### src/rtl/joy_serial_scan_pkg.sv
// -----------------------------------------------------------------------------
// joy_serial_scan_pkg
//
// Shared definitions for the serial joystick front-end:
//   - scan_state_t : scan FSM states (WAIT, LOAD, SHIFT_LO, SHIFT_HI, UPDATE)
//   - FRAME_W      : bits clocked out of the 74HC165 chain per scan
//   - STICK_W      : width of one stick's primary byte
//   - EXT_W        : width of one stick's extended button nibble
//   - BTN_*        : bit positions inside a primary joystick byte
//   - frame_of()   : converts the raw active-low chain word to active-high
// -----------------------------------------------------------------------------
package joy_serial_scan_pkg;

    localparam int FRAME_W = 16;
    localparam int STICK_W = 8;
    localparam int EXT_W   = 4;

    // Kempston-style bit layout of joy1 / joy2
    localparam int BTN_RIGHT = 0;
    localparam int BTN_LEFT  = 1;
    localparam int BTN_DOWN  = 2;
    localparam int BTN_UP    = 3;
    localparam int BTN_FIRE1 = 4;
    localparam int BTN_FIRE2 = 5;
    localparam int BTN_FIRE3 = 6;
    localparam int BTN_START = 7;

    typedef enum logic [2:0] {
        ST_WAIT     = 3'd0,
        ST_LOAD     = 3'd1,
        ST_SHIFT_LO = 3'd2,
        ST_SHIFT_HI = 3'd3,
        ST_UPDATE   = 3'd4
    } scan_state_t;

    // Buttons on the chain pull low when pressed; the core wants active-high.
    function automatic logic [FRAME_W-1:0] frame_of(input logic [FRAME_W-1:0] raw);
        return ~raw;
    endfunction

endpackage

### src/rtl/joy_serial_scan_tick_div.sv
// -----------------------------------------------------------------------------
// tick_div
//
// Free-running DIV-bit prescaler. `tick` is high for exactly one clock, on the
// clock where the counter wraps back to zero, i.e. once every 2^DIV clocks.
// The first tick after reset release therefore lands 2^DIV clocks later.
//
// Ports:
//   clock  in   core clock
//   reset  in   asynchronous active-low reset
//   tick   out  one-clock pulse every 2^DIV clocks
// -----------------------------------------------------------------------------
module tick_div #(
    parameter int DIV = 6
) (
    input  logic clock,
    input  logic reset,
    output logic tick
);

    logic [DIV-1:0] cnt;

    always_ff @(posedge clock or negedge reset) begin
        if (!reset) begin
            cnt <= '0;
        end else begin
            cnt <= cnt + DIV'(1);
        end
    end

    // All ones now means zero on the next clock: this is the wrapping clock.
    assign tick = &cnt;

endmodule

### src/rtl/joy_serial_scan.sv
// -----------------------------------------------------------------------------
// joy_serial_scan
//
// Serial joystick front-end. Clocks two DB9 sticks out of a 74HC165-style
// PISO chain (16 bits per scan), alternating the select line between primary
// and extended buttons, debounces each select independently (two consecutive
// equal scans) and presents active-high bytes to the core.
//
// Parameters:
//   DIV     shift tick every 2^DIV clocks
//   SETTLE  ticks spent in WAIT after a joyS change before the next load
//           (must be >= 1)
//
// Ports:
//   clock      in   core clock
//   reset      in   asynchronous active-low reset
//   joyCk      out  chain shift clock, chain advances on its rising edge
//   joyLd      out  chain parallel load, active-low
//   joyS       out  select: 1 = primary buttons, 0 = extended buttons
//   joyD       in   chain serial data, buttons active-low
//   joy1/joy2  out  primary bytes, active-high (bit 0 right .. bit 7 start)
//   joy1x/2x   out  extended nibbles, active-high
//   strb       out  one-clock pulse whenever any joy output has changed
//   dbg_state  out  current scan FSM state
//
// Output protocol: joy1/joy2/joy1x/joy2x are registered and only change on
// the UPDATE tick clock; strb is high for exactly the one clock after such a
// change. There is no backpressure: a consumer that cares about changes must
// take the values while strb is high (they remain stable at least a scan).
// -----------------------------------------------------------------------------
module joy_serial_scan
    import joy_serial_scan_pkg::*;
#(
    parameter int DIV    = 6,
    parameter int SETTLE = 4
) (
    input  logic               clock,
    input  logic               reset,
    output logic               joyCk,
    output logic               joyLd,
    output logic               joyS,
    input  logic               joyD,
    output logic [STICK_W-1:0] joy1,
    output logic [STICK_W-1:0] joy2,
    output logic [EXT_W-1:0]   joy1x,
    output logic [EXT_W-1:0]   joy2x,
    output logic               strb,
    output scan_state_t        dbg_state
);

    localparam int WAIT_W = $clog2(SETTLE + 1);
    localparam int BIT_W  = $clog2(FRAME_W) + 1;

    // ------------------------------------------------------------------
    // Shift tick
    // ------------------------------------------------------------------
    logic tick;

    tick_div #(
        .DIV (DIV)
    ) u_tick_div (
        .clock (clock),
        .reset (reset),
        .tick  (tick)
    );

    // ------------------------------------------------------------------
    // State
    // ------------------------------------------------------------------
    scan_state_t        state;
    logic [WAIT_W-1:0]  wait_cnt;
    logic [BIT_W-1:0]   bit_cnt;
    logic [FRAME_W-1:0] sr;        // raw chain word, active-low
    logic [FRAME_W-1:0] prev_pri;  // last raw primary word
    logic [FRAME_W-1:0] prev_ext;  // last raw extended word
    logic               strb_pend;

    assign dbg_state = state;

    // ------------------------------------------------------------------
    // Update-tick helpers
    // ------------------------------------------------------------------
    logic [FRAME_W-1:0] frame;
    logic               accept;
    logic               pri_changed;
    logic               ext_changed;
    logic [BIT_W-1:0]   bit_cnt_next;

    assign frame        = frame_of(sr);
    assign bit_cnt_next = bit_cnt + BIT_W'(1);

    // Comparing raw words is the same test as comparing inverted frames.
    always_comb begin
        accept = 1'b0;
        if (joyS) begin
            accept = (sr == prev_pri);
        end else begin
            accept = (sr == prev_ext);
        end
    end

    // First received bit lands in frame[15]; stick 1 is the upper byte.
    assign pri_changed = (frame[15:8] != joy1) || (frame[7:0] != joy2);
    assign ext_changed = (frame[11:8] != joy1x) || (frame[3:0] != joy2x);

    // ------------------------------------------------------------------
    // Scan FSM, shift register, debounce and outputs
    // ------------------------------------------------------------------
    always_ff @(posedge clock or negedge reset) begin
        if (!reset) begin
            state     <= ST_WAIT;
            wait_cnt  <= '0;
            bit_cnt   <= '0;
            sr        <= '1;
            prev_pri  <= '1;
            prev_ext  <= '1;
            joyCk     <= 1'b0;
            joyLd     <= 1'b1;
            joyS      <= 1'b1;
            joy1      <= '0;
            joy2      <= '0;
            joy1x     <= '0;
            joy2x     <= '0;
            strb_pend <= 1'b0;
            strb      <= 1'b0;
        end else begin
            strb      <= strb_pend;
            strb_pend <= 1'b0;

            if (tick) begin
                case (state)
                    // After reset wait_cnt starts at 0, so the first WAIT
                    // lasts SETTLE+1 ticks: the select pins get one extra
                    // tick to settle after the asynchronous release. After
                    // an UPDATE it restarts at 1, giving SETTLE ticks.
                    ST_WAIT: begin
                        if (wait_cnt == WAIT_W'(SETTLE)) begin
                            wait_cnt <= '0;
                            joyLd    <= 1'b0;
                            state    <= ST_LOAD;
                        end else begin
                            wait_cnt <= wait_cnt + WAIT_W'(1);
                        end
                    end

                    ST_LOAD: begin
                        joyLd   <= 1'b1;
                        bit_cnt <= '0;
                        state   <= ST_SHIFT_LO;
                    end

                    // The chain output has been stable for a full tick
                    // since the last rise (or the load), so sample it now
                    // and raise the shift clock for the next bit.
                    ST_SHIFT_LO: begin
                        sr    <= {sr[FRAME_W-2:0], joyD};
                        joyCk <= 1'b1;
                        state <= ST_SHIFT_HI;
                    end

                    ST_SHIFT_HI: begin
                        joyCk   <= 1'b0;
                        bit_cnt <= bit_cnt_next;
                        if (bit_cnt_next == BIT_W'(FRAME_W)) begin
                            state <= ST_UPDATE;
                        end else begin
                            state <= ST_SHIFT_LO;
                        end
                    end

                    ST_UPDATE: begin
                        if (joyS) begin
                            prev_pri <= sr;
                            if (accept) begin
                                joy1      <= frame[15:8];
                                joy2      <= frame[7:0];
                                strb_pend <= pri_changed;
                            end
                        end else begin
                            prev_ext <= sr;
                            if (accept) begin
                                joy1x     <= frame[11:8];
                                joy2x     <= frame[3:0];
                                strb_pend <= ext_changed;
                            end
                        end
                        joyS     <= ~joyS;
                        wait_cnt <= WAIT_W'(1);
                        state    <= ST_WAIT;
                    end

                    default: begin
                        joyCk <= 1'b0;
                        joyLd <= 1'b1;
                        state <= ST_WAIT;
                    end
                endcase
            end
        end
    end

endmodule

### config.mk
export PLATFORM = sky130hd
export DESIGN_NAME = joy_serial_scan
export DESIGN_NICKNAME = d
export VERILOG_FILES = /design/src/rtl/joy_serial_scan_pkg.sv /design/src/rtl/joy_serial_scan_tick_div.sv /design/src/rtl/joy_serial_scan.sv
export SDC_FILE = /design/constraint.sdc
export NUM_CORES = 1
export LEC_CHECK = 0
export BUFFER_PORTS_ARGS = -buffer_cell sky130_fd_sc_hd__buf_4
export CAP_MARGIN = 20
export CORE_UTILIZATION = 40
export DETAILED_ROUTE_END_ITERATION = 10
export HOLD_SLACK_MARGIN = 0.03
export PLACE_DENSITY = 0.65
export SLEW_MARGIN = 20
export SYNTH_ARGS = -nofsm -noshare
export SYNTH_HDL_FRONTEND = slang
export SYNTH_HIERARCHICAL = 1
export SYNTH_SLANG_ARGS = --single-unit
### constraint.sdc
create_clock -name clock -period 2.1 [get_ports clock]
set_input_delay 0.21 -clock clock [delete_from_list [all_inputs] [get_ports clock]]
set_output_delay 0.21 -clock clock [all_outputs]
set_load 0.02 [all_outputs]
==> metrics.log <==
INFO  metric fin_nets = 430
INFO  metric hold_start = joyD
INFO  metric switching_share = 0.215
INFO  metric grt_setup_unrepaired = true
INFO  metric synth_sequential_area_ratio = 0.536
INFO  metric min-delay-path-class = primary input to register
INFO  metric number_of_nets_in_the_synthesized_netlist = between 300 and 400
INFO  metric drtPass1Iterations = 4
INFO  metric maxClockFrequency = around 430 MHz
INFO  metric num-fill-cells = 966
INFO  metric num_io_pins = 34
INFO  metric antenna_found_initial = 0
INFO  metric floorplan.die.width = roughly 110 µm
INFO  metric hold_end = sr[0]$_DFFE_PN1P_
INFO  metric cts_tree = yes
INFO  metric first_global_vias = 2,899
INFO  metric grt.overflow.total = 0
INFO  metric critical_path_class = register to register
INFO  metric critical_path.cell_chain = buf_6, mux2i_2, xnor2_1, nor4_2, buf_4, nand4_1, nor2b_2, buf_6, mux2i_2
INFO  metric netlist_instances = between 300 and 400
INFO  metric avgRoutedWirePerCell = 15.4 µm
INFO  metric run_status = finished, violations left
INFO  metric reg2reg_setup_slack = -210 ps
INFO  metric drtAntennaViolNets = 0
INFO  metric clock_latency = between 300 and 400 ps
INFO  metric final_core_util = 0.491
INFO  metric cts_max_path_buffers = 2
INFO  metric synth_xor_xnor_area_share = 0.0875
INFO  metric drc_viols = 0
INFO  metric critical_path.max_stage_delay = around 590 ps
INFO  metric gp_congestion = around 0.75
INFO  metric sequentialPowerShare = 0.582
INFO  metric syn_area_per_cell = between 10 and 15 µm²
INFO  metric synthArstFlopShare = 1.00
INFO  metric n_antenna_cell = 0
INFO  metric timing.reg2reg.worst_path_depth = 9
INFO  metric timing.critical_path.from_type = register
INFO  metric hold_depth = 2
INFO  metric cellLeakagePower = ~0.0024 µW
INFO  metric timing.setup.tns = -3650 ps
INFO  metric worst_slack = -211 ps
INFO  metric power.net_switching = roughly 670 µW
INFO  metric floorplan.core_area = about 0.011 mm²
INFO  metric postSynthRegisterBits = 94
INFO  metric endpoint_type_of_the_worst_setup_path = register
INFO  metric grt_pass1_wl = between 10,000 and 15,000 µm
INFO  metric clock-skew-final = ~12 ps
INFO  metric clockPowerShare = 0.404
INFO  metric timing.critical_path.required = 2400 ps
INFO  metric postPlaceCellArea = ~0.0051 mm²
INFO  metric grt_usage = 0.167
INFO  metric clockRootBuffer = sky130_fd_sc_hd__clkbuf_8
INFO  metric rows = 38
INFO  metric first_iteration_detailed_routing_drc_count = around 140
INFO  metric final_design_area_no_fill = around 0.0053 mm²
INFO  metric worst_pin_slew = just over 500 ps
INFO  metric worst_r2r_endpoint = joy1x[0]$_DFFE_PN0P_
INFO  metric vias_per_cell = 5.14
INFO  metric synth_cell_types = 37
INFO  metric cp_max_fo = 8
INFO  metric cts_buffers = 9
INFO  metric synthMuxAreaShare = 0.176
INFO  metric synth_compound_gate_area_share = 0.0720
INFO  metric dp_hpwl = around 6000 µm
INFO  metric slew_headroom = 0.660
INFO  metric tritoncts_num_sinks = 94
INFO  metric cp_data_arrival_time = ~2600 ps
INFO  metric comb_power_share = 0.013
INFO  metric synthSimpleGateAreaFrac = 0.0737
INFO  metric violations = setup timing
INFO  metric r2r-start = joyS$_DFFE_PN1P_
INFO  metric area_growth_syn_to_layout = 18.8%
INFO  metric synthAdderAreaFrac = 0.0111
INFO  metric cell_area_after_synthesis = around 0.0045 mm²
INFO  metric yosys_warnings = 6
INFO  metric die_area = between 0.01 and 0.015 mm²
INFO  metric hold_viol_final = 0
INFO  metric slowest_stage = sky130_fd_sc_hd__dfstp_2
INFO  metric pre_cts_slack = -227 ps
INFO  metric io_buffer_count = 33
INFO  metric drv_cap = 0
INFO  metric die_height = roughly 110 µm
INFO  metric total_power = 3120 µW
INFO  metric routed_wirelength = between 8000 and 9000 µm
INFO  metric layout_worst_path_cycle_share = 1.10
INFO  metric layout_min_cycle_time = 2310 ps
INFO  metric pin_count_of_the_biggest_net_entering_global_routing = 57
INFO  metric h-tree-depth = 3
INFO  metric synthFlopType = sky130_fd_sc_hd__dfstp_2
INFO  metric drive_above_1_share = 0.451
INFO  metric worst_ir_drop_vdd = about 420 µV
INFO  metric setup-violations-final = 24
INFO  metric detailroute.via_count = ~2,900
INFO  metric cellPowerDensity = just under 600 mW/mm²
INFO  metric synth_top_family_by_area = multiplexers
INFO  metric floorplan.initialDensity = 0.413
INFO  metric synth-edff-count = 0
INFO  metric internal-power = between 2000 and 2500 µW
INFO  metric final-max-slew-violation-count = 0
INFO  metric cts.reportedPaths.clkPinSlew = 100 ps
state kept, by name, indices dropped and copies added (netlist names):
register and count:
prev_ext 16, prev_pri 16, sr 16, joy1 8, joy2 8, u_tick_div/cnt 6
bit_cnt 5, joy1x 4, joy2x 4, dbg_state 3, wait_cnt 3, joyCk 1
joyLd 1, joyS 1, strb 1, strb_pend 1
layout by cell type (no fill, tap or decap), types with 2 or more instances in the layout:
cell and count:
sky130_fd_sc_hd__mux2i_1 22, sky130_fd_sc_hd__mux2_2 48, sky130_fd_sc_hd__nor2b_1 2, sky130_fd_sc_hd__buf_6 2, sky130_fd_sc_hd__nand4_1 7, sky130_fd_sc_hd__dfstp_2 50, sky130_fd_sc_hd__nand2_1 15, sky130_fd_sc_hd__dfrtp_1 44
sky130_fd_sc_hd__nor4_2 4, sky130_fd_sc_hd__buf_4 61, sky130_fd_sc_hd__nand3_1 10, sky130_fd_sc_hd__o21ai_0 26, sky130_fd_sc_hd__clkinv_2 2, sky130_fd_sc_hd__nor3_1 2, sky130_fd_sc_hd__ha_1 4, sky130_fd_sc_hd__o31ai_1 16
sky130_fd_sc_hd__a21oi_1 9, sky130_fd_sc_hd__inv_1 14, sky130_fd_sc_hd__mux2i_2 3, sky130_fd_sc_hd__buf_12 4, sky130_fd_sc_hd__xnor2_1 20, sky130_fd_sc_hd__xor2_1 25, sky130_fd_sc_hd__clkbuf_8 9, sky130_fd_sc_hd__nand3b_1 2
sky130_fd_sc_hd__nor2_1 6
worst max-delay path by stage:
stage	end	start	slack, ps	depth (start not counted)
floorplan	joy1x[2]$_DFFE_PN0P_	joyS$_DFFE_PN1P_	-50	8
global placement	joy1x[0]$_DFFE_PN0P_	joyS$_DFFE_PN1P_	-210	8
detailed placement	joy2x[0]$_DFFE_PN0P_	joyS$_DFFE_PN1P_	-230	8
CTS	joy1x[0]$_DFFE_PN0P_	joyS$_DFFE_PN1P_	-170	8
global route	joy2[6]$_DFFE_PN0P_	joyS$_DFFE_PN1P_	-390	9
finish	joy1x[0]$_DFFE_PN0P_	joyS$_DFFE_PN1P_	-210	9
final cells by class:
cell class	count	area [µm²]	area share
clock buffers	11	153	0.0286
inverters	14	52.6	0.00983
repair buffers	69	586	0.110
clock inverters	5	55.1	0.0103
well taps	140	175	0.0328
multi-input cells	235	1910	0.357
flip-flops and latches	94	2410	0.452
power groups by stage:
stage	Combinational [µW]	Clock (µW)	Sequential [µW]
3_5_place_dp	43.1	0	1850
4_1_cts	44.6	1300	1810
6_report	41.9	1260	1810
2_1_floorplan	0.0166	0	1850
3_3_place_gp	43.1	0	1850
5_1_grt	50.5	1380	1810
cells by family (layout without fill, tap and decap cells):
family	Yosys count	after routing
flops	94	94
mux	73	73
simple gates	58	58
compound gates	55	55
buf+inv	47	99
xor+xnor	45	45
fa+ha+maj	4	4
cell usage after synthesis, types with 10 or more instances:
master	n	area [µm²]
sky130_fd_sc_hd__clkbuf_1	21	78.8
sky130_fd_sc_hd__dfrtp_1	44	1100
sky130_fd_sc_hd__dfstp_2	50	1310
sky130_fd_sc_hd__inv_1	14	52.6
sky130_fd_sc_hd__mux2_2	48	541
sky130_fd_sc_hd__mux2i_1	25	250
sky130_fd_sc_hd__nand2_1	15	56.3
sky130_fd_sc_hd__nand3_1	10	50.1
sky130_fd_sc_hd__o21ai_0	26	130
sky130_fd_sc_hd__o31ai_1	16	120
sky130_fd_sc_hd__xnor2_1	20	175
sky130_fd_sc_hd__xor2_1	25	219
per-layer routing:
| layer | track usage | routed length [µm] | vias to the layer above |
|---|---|---|---|
| li1 | - | - | 1402 |
| met4 | 0.0695 | 138 | 0 |
| met5 | 0 | 0 | - |
| met2 | 0.256 | 4040 | 52 |
| met3 | 0.0398 | 344 | 14 |
| met1 | 0.224 | 4240 | 1454 |
what timing repair did:
item                                   CTS  global route
pin swaps                                3             1
cloned                                   0             0
hold buffers                             1             0
setup buffers                            4             1
setup endpoints to repair               24            25
endpoints found under the hold margin   26             0
gates resized for setup                  5             4
critical path: cells and delay by family (launching register included):
kind	cells	cell delay [ps]
xor+xnor	1	100
simple gates	3	630
flops	1	590
buf+inv	3	480
mux	2	440
metrics by stage:
step           hold slack (ps)  cells
5_1_grt                   55.7    568
4_1_cts                   48.7    567
3_3_place_gp               215    546
6_report                  73.9    568
2_1_floorplan            -85.6    376
3_5_place_dp               219    546
Note: power is estimated with default switching activity, not from simulation.
